## src/rtl/uart_tx_block.sv

```systemverilog
// Serial transmitter: start bit, DATA_BITS data bits LSB first, optional parity bit, one stop bit.
// Each bit is held for CLKS_PER_BIT clocks, and all outputs come directly from flops.
module uart_tx_block #(
    parameter int CLKS_PER_BIT = 10,
    parameter int DATA_BITS    = 8,
    parameter int PARITY_EN    = 0,
    parameter int PARITY_ODD   = 0
) (
    input  logic                 clk,
    input  logic                 rst,
    input  logic                 tx_start,
    input  logic [DATA_BITS-1:0] tx_data,
    output logic                 tx_out,
    output logic                 tx_busy,
    output logic                 tx_done
);

    localparam int               IDX_W    = $clog2(DATA_BITS);
    localparam logic [7:0]       CNT_MAX  = 8'(CLKS_PER_BIT);
    localparam logic [IDX_W-1:0] LAST_IDX = IDX_W'(DATA_BITS - 1);

    typedef enum logic [2:0] {
        S_IDLE,
        S_START,
        S_DATA,
        S_PARITY,
        S_STOP
    } state_t;

    state_t                 state_q, state_d;
    logic [7:0]             cnt_q, cnt_d;
    logic [IDX_W-1:0]       idx_q, idx_d;
    logic [DATA_BITS-1:0]   shift_q, shift_d;
    logic                   parity_q, parity_d;
    logic                   tx_out_q, tx_out_d;
    logic                   busy_q, busy_d;
    logic                   done_q, done_d;
    logic                   roll;

    assign roll = (cnt_q == CNT_MAX);

    // The next line value is always decided one edge early, so tx_out stays a plain flop.
    always_comb begin
        state_d  = state_q;
        cnt_d    = cnt_q;
        idx_d    = idx_q;
        shift_d  = shift_q;
        parity_d = parity_q;
        tx_out_d = tx_out_q;
        busy_d   = busy_q;
        done_d   = 1'b0;

        if (state_q != S_IDLE) begin
            cnt_d = roll ? 8'd1 : cnt_q + 8'd1;
        end

        case (state_q)
            S_IDLE: begin
                tx_out_d = 1'b1;
                busy_d   = 1'b0;
                if (tx_start) begin
                    state_d  = S_START;
                    shift_d  = tx_data;
                    parity_d = (^tx_data) ^ 1'(PARITY_ODD);
                    cnt_d    = 8'd1;
                    idx_d    = '0;
                    tx_out_d = 1'b0;
                    busy_d   = 1'b1;
                end
            end
            S_START: begin
                if (roll) begin
                    state_d  = S_DATA;
                    tx_out_d = shift_q[0];
                end
            end
            S_DATA: begin
                if (roll) begin
                    if (idx_q == LAST_IDX) begin
                        if (PARITY_EN != 0) begin
                            state_d  = S_PARITY;
                            tx_out_d = parity_q;
                        end else begin
                            state_d  = S_STOP;
                            tx_out_d = 1'b1;
                        end
                    end else begin
                        idx_d    = idx_q + 1'b1;
                        shift_d  = shift_q >> 1;
                        tx_out_d = shift_q[1];
                    end
                end
            end
            S_PARITY: begin
                if (roll) begin
                    state_d  = S_STOP;
                    tx_out_d = 1'b1;
                end
            end
            S_STOP: begin
                if (roll) begin
                    state_d  = S_IDLE;
                    cnt_d    = 8'd0;
                    idx_d    = '0;
                    tx_out_d = 1'b1;
                    busy_d   = 1'b0;
                    done_d   = 1'b1;
                end
            end
            default: begin
                state_d  = S_IDLE;
                cnt_d    = 8'd0;
                tx_out_d = 1'b1;
                busy_d   = 1'b0;
            end
        endcase
    end

    always_ff @(posedge clk) begin
        if (rst) begin
            state_q  <= S_IDLE;
            cnt_q    <= 8'd0;
            idx_q    <= '0;
            shift_q  <= '0;
            parity_q <= 1'b0;
            tx_out_q <= 1'b1;
            busy_q   <= 1'b0;
            done_q   <= 1'b0;
        end else begin
            state_q  <= state_d;
            cnt_q    <= cnt_d;
            idx_q    <= idx_d;
            shift_q  <= shift_d;
            parity_q <= parity_d;
            tx_out_q <= tx_out_d;
            busy_q   <= busy_d;
            done_q   <= done_d;
        end
    end

    assign tx_out  = tx_out_q;
    assign tx_busy = busy_q;
    assign tx_done = done_q;

endmodule

```

## config.mk

```make
export PLATFORM = sky130hd
export DESIGN_NAME = uart_tx_block
export DESIGN_NICKNAME = d
export VERILOG_FILES = /design/src/rtl/uart_tx_block.sv
export SDC_FILE = /design/constraint.sdc
export NUM_CORES = 1
export LEC_CHECK = 0
export BUFFER_PORTS_ARGS = -buffer_cell sky130_fd_sc_hd__buf_2
export CAP_MARGIN = 25
export CORE_MARGIN = 2
export CORE_UTILIZATION = 55
export DETAILED_ROUTE_END_ITERATION = 12
export PLACE_DENSITY = 0.72
export SLEW_MARGIN = 5
export SYNTH_ARGS = -nofsm -noshare
export SYNTH_HDL_FRONTEND = slang
export SYNTH_SLANG_ARGS = --single-unit
```

## constraint.sdc

```tcl
create_clock -name clk -period 2.93 [get_ports clk]
set_clock_uncertainty 0.15 [all_clocks]
set_input_delay 0.1465 -clock clk [delete_from_list [all_inputs] [get_ports clk]]
set_output_delay 0.1465 -clock clk [all_outputs]
set_load 0.02 [all_outputs]
```

==> impl_metrics.yaml, run 1 <==
worst_setup_path:
  critical_path_peak_fanout: 17
  critical-path-max-stage-delay_ns: 0.66
  end_kind: "flop"
  ff2ff_setup_slack_ns: 0.50
  crit_buf_inv: 0
  cp_slowest_cell: "dfxtp_1"
  crit_family: "compound AO/OA/AOI/OAI gates"
  crit_arrival_ns: 2.51
  worstPathCellList: "or3b_1, o2bb2ai_4, a21oi_1, a311oi_1"
  r2r_end: "shift_q[2]$_SDFFE_PP0P_"
  cp-start-kind: "flop"
  reg2reg_depth: 4
  r2r-start: "state_q[1]$_SDFFE_PP0P_"
  critical_path_required_ns: 3.01
  crit_type: "reg -> reg"
cts:
  numClockSinks: 25
  root_buffer: "clkbuf_4"
  ctsLongestPathBuffers: 2
  worstSkewPairLatency_ns: 0.32
  clkTransAtPathRegs_ns: 0.13
  htree_levels: 1
  cts_setup_buffers: 0
  hold_buffers: 1
  cts_tree: "yes"
  cts_made_buffers: 3
  cts.repair.resized: 0
finish:
  drive_gt1_share_pct: 19.9
  final_common_cell: "dfxtp_1"
  mostFrequentLayoutCells: "dfxtp_1, a21oi_1, buf_2, nor2_1, o21ai_0"
  nets: 177
  diodes: 0
  fin_area_um2: 1500
  area_growth_pct: 7.05
floorplanning:
  die_y_um: 54.5
  core_um2: 2450
  initial_core_util_pct: 57.1
  die_x_um: 54.5
  num_io_pins: 14
  die_area_um2: 2970
  rows: 18
global_route:
  gr-usage-met1_pct: 27.3
  use_met2_pct: 33.7
  antenna_found_initial: 0
  gr-total-overflow: 0
  grt_use_met3_pct: 2.46
  busiest_layer: "met2"
  grt_pass1_wl_mm: 4.42
  grt.total_usage_pct: 20.4
  grt_pass1_vias: 1014
  grt_max_degree: 24
synthesis:
  syn_nets: 165
  synthArstFlopShare_pct: 0
  ys_types: 48
  avgSynthCellArea_um2: 9.35
  synth_edf_count: 0
  synthCells: 150
  ys.flop_type: "dfxtp_1"
  yosysSeqAreaShare_pct: 35.7
  synth_area_um2: 1400
  yosys_warnings: 0
  synth-seq-cells: 25
placed_design:
  gp_congestion: 0.792
  port_buffers: 13
  place_area_um2: 1460
  dpl.hpwl_mm: 1.86
power:
  total_power_uw: 608
  peakVddDrop_uv: 297
  power.leakage_nw: 0.570
  power_density_nw_per_um2: 405
sta:
  fmax_ghz: 0.411
  setup_viol: 0
  final.min_clock_period_ns: 2.43
  hold_viol_final: 0
  tightest_slew_ns: 0.531
  rsz0062_at_grt: "no"
  maxSlewViolCount: 0
  slew_headroom_pct: 64.6
  setup_tns_ns: 0
  fin_crit_sh_pct: 83.0
detailed_routing:
  drt_iter0_markers: 15
  antenna_left: 0
  viasPerCell: 6.15
  drt_pass1_iterations: 4
  wirelength_mm: 2.68
  vias: 1174
  drc: 0
  drt-wirelength-per-cell_um: 14.0
worst_hold_path:
  min_path_cells: 3
  min_from: "tx_start"
  min_to: "shift_q[7]$_SDFFE_PP0P_"
  hold_path_class: "in -> reg"
flow_run:
  maxCapViolCount: 0
status:
  status: "finished, final reports clean"
==> worst max path at each step <==
stage | start | end | slack [ns] | cells after the start
final | state_q[1]$_SDFFE_PP0P_ | shift_q[2]$_SDFFE_PP0P_ | 0.50 | 4
after CTS | state_q[1]$_SDFFE_PP0P_ | shift_q[2]$_SDFFE_PP0P_ | 0.48 | 4
after global placement | state_q[1]$_SDFFE_PP0P_ | shift_q[3]$_SDFFE_PP0P_ | 0.65 | 4
after global routing | state_q[1]$_SDFFE_PP0P_ | shift_q[0]$_SDFFE_PP0P_ | 0.37 | 4
after floorplan | idx_q[0]$_SDFFE_PP0P_ | idx_q[0]$_SDFFE_PP0P_ | 0.84 | 6
after detailed placement | state_q[1]$_SDFFE_PP0P_ | shift_q[2]$_SDFFE_PP0P_ | 0.50 | 4
==> worst register-to-register path, delay by kind of cell (launching register included) <==
kind / cells / cell delay, ns
DFF: 1 / 0.66
AOI/OAI and AO/OA: 3 / 0.89
and+or+nand+nor: 1 / 0.65
==> flip-flops by register name (all words and copies together) (netlist names) <==
name,cells
cnt_q,8
idx_q,3
shift_q,8
state_q,3
tx_busy,1
tx_done,1
tx_out,1
==> power breakdown <==
part           total (mW)  internal, mW  switching (mW)
sequential          0.370         0.355          0.0150
combinational      0.0844        0.0382          0.0462
clock               0.153        0.0533          0.0997
==> cell families after synthesis <==
family	after synthesis	synth area share (%)
AO/OA/AOI/OAI	50	26.8
AND/OR/NAND/NOR	48	21.0
flip-flops	25	35.7
buffers and inverters	10	4.19
multiplexers	8	5.71
XOR/XNOR	5	3.12
adder cells (fa/ha/maj)	4	3.57
==> through the flow <==
step                      utilization, %  hold WS [ns]  std cells  worst slack, ns
final                               61.2        0.0384        191            0.499
after global routing                61.2        0.0402        191            0.367
after CTS                           60.9        0.0300        190            0.479
after detailed placement            59.4         0.303        185            0.499
after global placement              59.4         0.282        185            0.646
after floorplan                        -         0.151        150            0.836
==> per-layer routing <==
layer  part of all wire, %  wire (um)
met4                   1.7         46
met5                     0          0
met3                   2.6         71
met1                    49       1310
met2                    47       1250
==> synthesized netlist by cell type, types with 2 or more instances <==
cell type / count / area (um^2)
dfxtp_1: 25 / 500
a21oi_1: 13 / 65.1
nor2_1: 10 / 37.5
o21ai_0: 10 / 50.1
mux2i_1: 8 / 80.1
nand2_1: 6 / 22.5
a311oi_1: 4 / 35.0
clkbuf_1: 4 / 15.0
ha_1: 4 / 50.1
nor3_1: 4 / 20.0
or3_1: 4 / 25.0
a211oi_1: 3 / 22.5
a21oi_2: 3 / 26.3
a311oi_2: 3 / 45.0
nor4_1: 3 / 18.8
xnor2_1: 3 / 26.3
a21o_1: 2 / 15.0
buf_2: 2 / 10.0
buf_6: 2 / 22.5
nand3_1: 2 / 10.0
nand3b_1: 2 / 15.0
nand4_1: 2 / 12.5
nor2b_1: 2 / 12.5
o31ai_1: 2 / 15.0
or3b_1: 2 / 17.5
or4b_1: 2 / 20.0
xor2_1: 2 / 17.5
==> cell type report <==
type	count	area, um^2
clock buffers	4	26.3
multi-input cells	115	843
flip-flops and latches	25	500
well taps	30	37.5
repair buffers	16	90.1
fillers	210	953
inverters	1	3.75
(Power assumes the default switching activity.)
==> run 2, diff against run 1 <==
- CORE_UTILIZATION: 55 -> 52
- PLACE_DENSITY: 0.72 -> 0.71
- clock period: 2.93 -> 2 ns (I/O delays scaled with it)
==> run 2 against run 1 <==
Net effect: the run now ends with setup timing left; first-iteration DRC count unchanged; total power up 53%; global-route usage down 0.97 points; critical path depth up 2; sequential share of layout area down 3.8 points; sequential cell count unchanged; worst setup slack worse by 0.54 ns; final cell count up 9.4%; clock-buffer cell count unchanged; critical endpoint is now idx_q[0]$_SDFFE_PP0P_; highest routed layer unchanged.
==> impl_metrics.yaml, run 2 (same netlist as run 1, synthesis figures left out) <==
power:
  power.share.clock_pct: 24.4
  swShare_pct: 26.7
  power_frac_seq_pct: 57.5
  total_power_uw: 931
  power.leakage_nw: 0.659
  peakVddDrop_uv: 557
  switching_power_uw: 248
  pwr-share-comb_pct: 18.0
  intPower_uw: 683
  power_density_nw_per_um2: 547
sta:
  holdWs_ns: 0.0452
  slew_headroom_pct: 69.1
  worst_slack_ns: -0.0386
  hold_viol_final: 0
  fmax_ghz: 0.491
  tightest_slew_ns: 0.463
  final.min_clock_period_ns: 2.04
  fin_crit_sh_pct: 102
  setup_viol: 1
  rsz0062_at_grt: "yes"
  setup_tns_ns: -0.0386
  maxSlewViolCount: 0
placed_design:
  port_buffers: 13
  gp_congestion: 0.834
  place_area_um2: 1560
  dpl.hpwl_mm: 2.10
  dp_cells: 197
  post-place-ws_ns: -0.0339
finish:
  final_common_cell: "dfxtp_1"
  stdcell_count: 209
  largestRegisters: "cnt_q (8), shift_q (8)"
  mostFrequentLayoutCells: "dfxtp_1, buf_4, buf_2, a21oi_1"
  drive_gt1_share_pct: 28.5
  nets: 195
  diodes: 0
  area_growth_pct: 21.5
  fin_area_um2: 1700
  multi_input_area_um2: 883
  n_fill_cell: 200
  regArea_um2: 503
  final_core_utilization_pct: 67.6
cts:
  worstSkewPairLatency_ns: 0.31
  root_buffer: "clkbuf_4"
  numClockSinks: 25
  ctsLongestPathBuffers: 2
  htree_levels: 1
  clkTransAtPathRegs_ns: 0.14
  cts_tree: "yes"
  cts_made_buffers: 3
global_route:
  grt_pass1_wl_mm: 4.97
  antenna_found_initial: 0
  gr-total-overflow: 0
  grt.total_usage_pct: 19.5
  grt_pass1_vias: 1136
  grt_max_degree: 23
worst_setup_path:
  critical-path-max-stage-delay_ns: 0.51
  crit_type: "reg -> reg"
  crit_arrival_ns: 2.14
  ff2ff_setup_slack_ns: -0.04
  critical_path_peak_fanout: 3
  end_kind: "flop"
  cp-start-kind: "flop"
  worstPathCellList: "ha_4, ha_4, or3b_1, a21o_1, or4_4, a21oi_2"
  critical_path_required_ns: 2.10
  cp_slowest_cell: "or4_4"
  crit_path_frequent_cell: "ha_4"
floorplanning:
  rows: 18
  die_x_um: 55.9
  die_area_um2: 3130
  core_um2: 2520
  die_y_um: 55.9
  initial_core_util_pct: 55.6
  num_io_pins: 14
detailed_routing:
  drt_pass1_iterations: 4
  vias: 1255
  drt_iter0_markers: 15
  viasPerCell: 6.00
  drt-wirelength-per-cell_um: 14.8
  wirelength_mm: 3.09
  antenna_left: 0
  drc: 0
worst_hold_path:
  hold_path_class: "in -> reg"
flow_run:
  maxCapViolCount: 0
status:
  status: "finished, violations left"
  violations: "setup timing"
run 2: routing by layer:
| layer | global-route usage, % | vias up | wire length, um |
|---|---|---|---|
| met2 | 30.1 | 24 | 1460 |
| met1 | 26.2 | 592 | 1460 |
| met4 | 9.52 | 0 | 77 |
| met3 | 3.49 | 8 | 90 |
| li1 | - | 631 | - |
| met5 | 0 | - | 0 |
run 2: worst max-delay path: cells and delay by family (launching register included):
family	cells	cell delay, ns
AO/OA/AOI/OAI	2	0.31
AND/OR/NAND/NOR	2	0.85
flip-flops	1	0.37
adder cells (fa/ha/maj)	2	0.31
run 2: cell type report:
class	instances	area share (%)
well taps	30	2.20
repair buffers	34	14.7
multi-input cells	115	51.8
clock buffers	4	1.54
inverters	1	0.220
flip-flops and latches	25	29.5
run 2: power groups by stage:
stage,registers (mW),clock network [mW],logic (mW)
detailed placement,0.547,0,0.144
CTS,0.536,0.233,0.154
global route,0.539,0.257,0.183
global placement,0.545,0,0.139
finish,0.536,0.228,0.168
floorplan,0.550,0,0.0938
run 2: timing repair:
action / in CTS / in global routing
gates resized for setup: 3 / 4
hold endpoints to repair: 5 / 0
pin swaps: 2 / 2
setup buffers: 0 / 2
setup endpoints to repair: 1 / 8
hold buffers: 6 / 0
run 2: path summary, 6_finish.rpt:
path	startpoint	to	depth (start not counted)
max	idx_q[0]$_SDFFE_PP0P_	idx_q[0]$_SDFFE_PP0P_	6
min	tx_data[5]	shift_q[5]$_SDFFE_PP0P_	3
max reg2reg	idx_q[0]$_SDFFE_PP0P_	idx_q[0]$_SDFFE_PP0P_	6
min reg2reg	cnt_q[6]$_SDFF_PP0_	cnt_q[6]$_SDFF_PP0_	2
==> run 3, diff against run 2 <==
==> constraint.sdc (replaced) <==
create_clock -name clk -period 2 [get_ports clk]
set_clock_uncertainty 0.15 [all_clocks]
set_input_delay 0.4 -clock clk [delete_from_list [all_inputs] [get_ports clk]]
set_output_delay 0.4 -clock clk [all_outputs]
set_load 0.02 [all_outputs]
==> run 3 against run 2 <==
Net effect: the run still ends with setup timing left; first-iteration DRC count grew 130%; sequential cell count is the same; cell area down 2.3%; critical path depth is the same; non-clock buffer count shrank 4; utilization down 1.5 points; register-to-register slack hardly changed; global-route usage increased by 0.71 points; critical endpoint unchanged.
==> impl_metrics.yaml, run 3 (same netlist as run 1, synthesis figures left out) <==
worst_hold_path:
  hold_path_class: "in -> reg"
  min_path_cells: 3
  min_from: "tx_data[7]"
  min_to: "shift_q[7]$_SDFFE_PP0P_"
floorplanning:
  die_x_um: 55.9
  initial_core_util_pct: 55.6
  rows: 18
  core_um2: 2520
  num_io_pins: 14
  die_y_um: 55.9
  die_area_um2: 3130
cts:
  clkTransAtPathRegs_ns: 0.13
  worstSkewPairLatency_ns: 0.32
  ctsLongestPathBuffers: 2
  cts_tree: "yes"
  cts_made_buffers: 3
  hold_buffers: 0
  htree_levels: 1
  root_buffer: "clkbuf_4"
  numClockSinks: 25
placed_design:
  dpl.hpwl_mm: 2.13
  port_buffers: 13
  dp_cells: 197
  gp_congestion: 0.722
worst_setup_path:
  crit_family: "simple AND/OR/NAND/NOR gates"
  crit_path_frequent_cell: "ha_4"
  crit_arrival_ns: 2.14
  reg2reg_depth: 6
  r2r-start: "idx_q[1]$_SDFFE_PP0P_"
  critPathLaunch: "idx_q[1]$_SDFFE_PP0P_"
  crit_buf_inv: 0
  worstPathCellList: "ha_4, ha_4, or3b_1, a21o_1, or4_4, a21oi_2"
  critical-path-max-stage-delay_ns: 0.51
  cp-start-kind: "flop"
  critical_path_required_ns: 2.10
  ff2ff_setup_slack_ns: -0.04
  cp_slowest_cell: "or4_4"
  critical_path_peak_fanout: 2
  crit_type: "reg -> reg"
  r2r_end: "idx_q[0]$_SDFFE_PP0P_"
  end_kind: "flop"
finish:
  area_growth_pct: 18.7
  final_common_cell: "dfxtp_1"
  diodes: 0
  mostFrequentLayoutCells: "dfxtp_1, buf_4, buf_2, a21oi_1"
  largestRegisters: "cnt_q (8), shift_q (8)"
  drive_gt1_share_pct: 31.4
  stdcell_count: 205
  nets: 191
status:
  status: "finished, violations left"
  violations: "setup timing"
global_route:
  gr-total-overflow: 0
  grt_pass1_vias: 1168
  grt_max_degree: 23
  grt.total_usage_pct: 20.2
  antenna_found_initial: 0
  grt_pass1_wl_mm: 5.11
detailed_routing:
  drc: 0
  drt_iter0_markers: 34
  wirelength_mm: 3.06
  drt_pass1_iterations: 4
  vias: 1236
  drt-wirelength-per-cell_um: 14.9
  antenna_left: 0
  viasPerCell: 6.03
sta:
  worst_slack_ns: -0.0379
  maxSlewViolCount: 0
  fmax_ghz: 0.491
  final.min_clock_period_ns: 2.04
  holdWs_ns: 0.204
  hold_viol_final: 0
  slew_headroom_pct: 71.3
  fin_crit_sh_pct: 102
  setup_viol: 1
  tightest_slew_ns: 0.431
  rsz0062_at_grt: "yes"
power:
  power_density_nw_per_um2: 554
  power.leakage_nw: 0.649
  peakVddDrop_uv: 419
flow_run:
  maxCapViolCount: 0
==> run 3: cell count changes in the layout (fill, tap and decap cells not counted) <==
cell / before / now
dlygate4sd3_1: 6 / 0
buf_4: 14 / 16
a2111oi_1: 1 / 0
a2111oi_2: 0 / 1
clkbuf_1: 1 / 0
clkinv_2: 0 / 1
==> run 3: layout make-up <==
cell class | count | area, um^2
clock buffer | 3 | 22.5
clock inverter | 1 | 5.00
fill | 217 | 857
inverter | 1 | 3.75
multi-input combinational | 115 | 888
sequential | 25 | 503
tap | 30 | 37.5
timing repair buffer | 30 | 205
==> run 3: worst min-delay path, cell delays in order <==
cell	delay, ns
buf_2	0.10
nand4_1	0.07
a21oi_1	0.06
==> run 3: worst max path at each step <==
stage,to,depth (start not counted)
6_report,idx_q[0]$_SDFFE_PP0P_,6
4_1_cts,idx_q[0]$_SDFFE_PP0P_,6
3_3_place_gp,idx_q[0]$_SDFFE_PP0P_,6
5_1_grt,idx_q[0]$_SDFFE_PP0P_,6
3_5_place_dp,idx_q[0]$_SDFFE_PP0P_,6
2_1_floorplan,idx_q[0]$_SDFFE_PP0P_,6
==> run 3: through the flow <==
step	instance area (um^2)	util (%)	TNS [ns]	setup slack (ns)	power, mW
2_1_floorplan	1420	-	-0.0169	-0.0169	0.643
3_5_place_dp	1560	62.0	-0.0650	-0.0650	0.689
4_1_cts	1610	63.8	-0.0675	-0.0675	0.918
6_report	1670	66.0	-0.0379	-0.0379	0.922
3_3_place_gp	1560	62.0	0	0.0198	0.682
5_1_grt	1670	66.0	-0.0937	-0.0937	0.977
==> run 3: power breakdown <==
part,switching [mW],internal (mW)
combinational,0.0819,0.0773
clock,0.151,0.0748
sequential,0.0163,0.521
==> run 3: repair_timing <==
item / in CTS / in global routing
pin swaps: 2 / 2
setup buffers: 1 / 3
gates resized for setup: 3 / 5
setup endpoints to repair: 1 / 5
==> run 3: per-layer routing <==
layer  global-route usage (%)  share of wire, %
met1                     25.7                47
met2                     35.9                50
met3                     2.09               2.6
met4                     6.12              0.49
met5                        0                 0
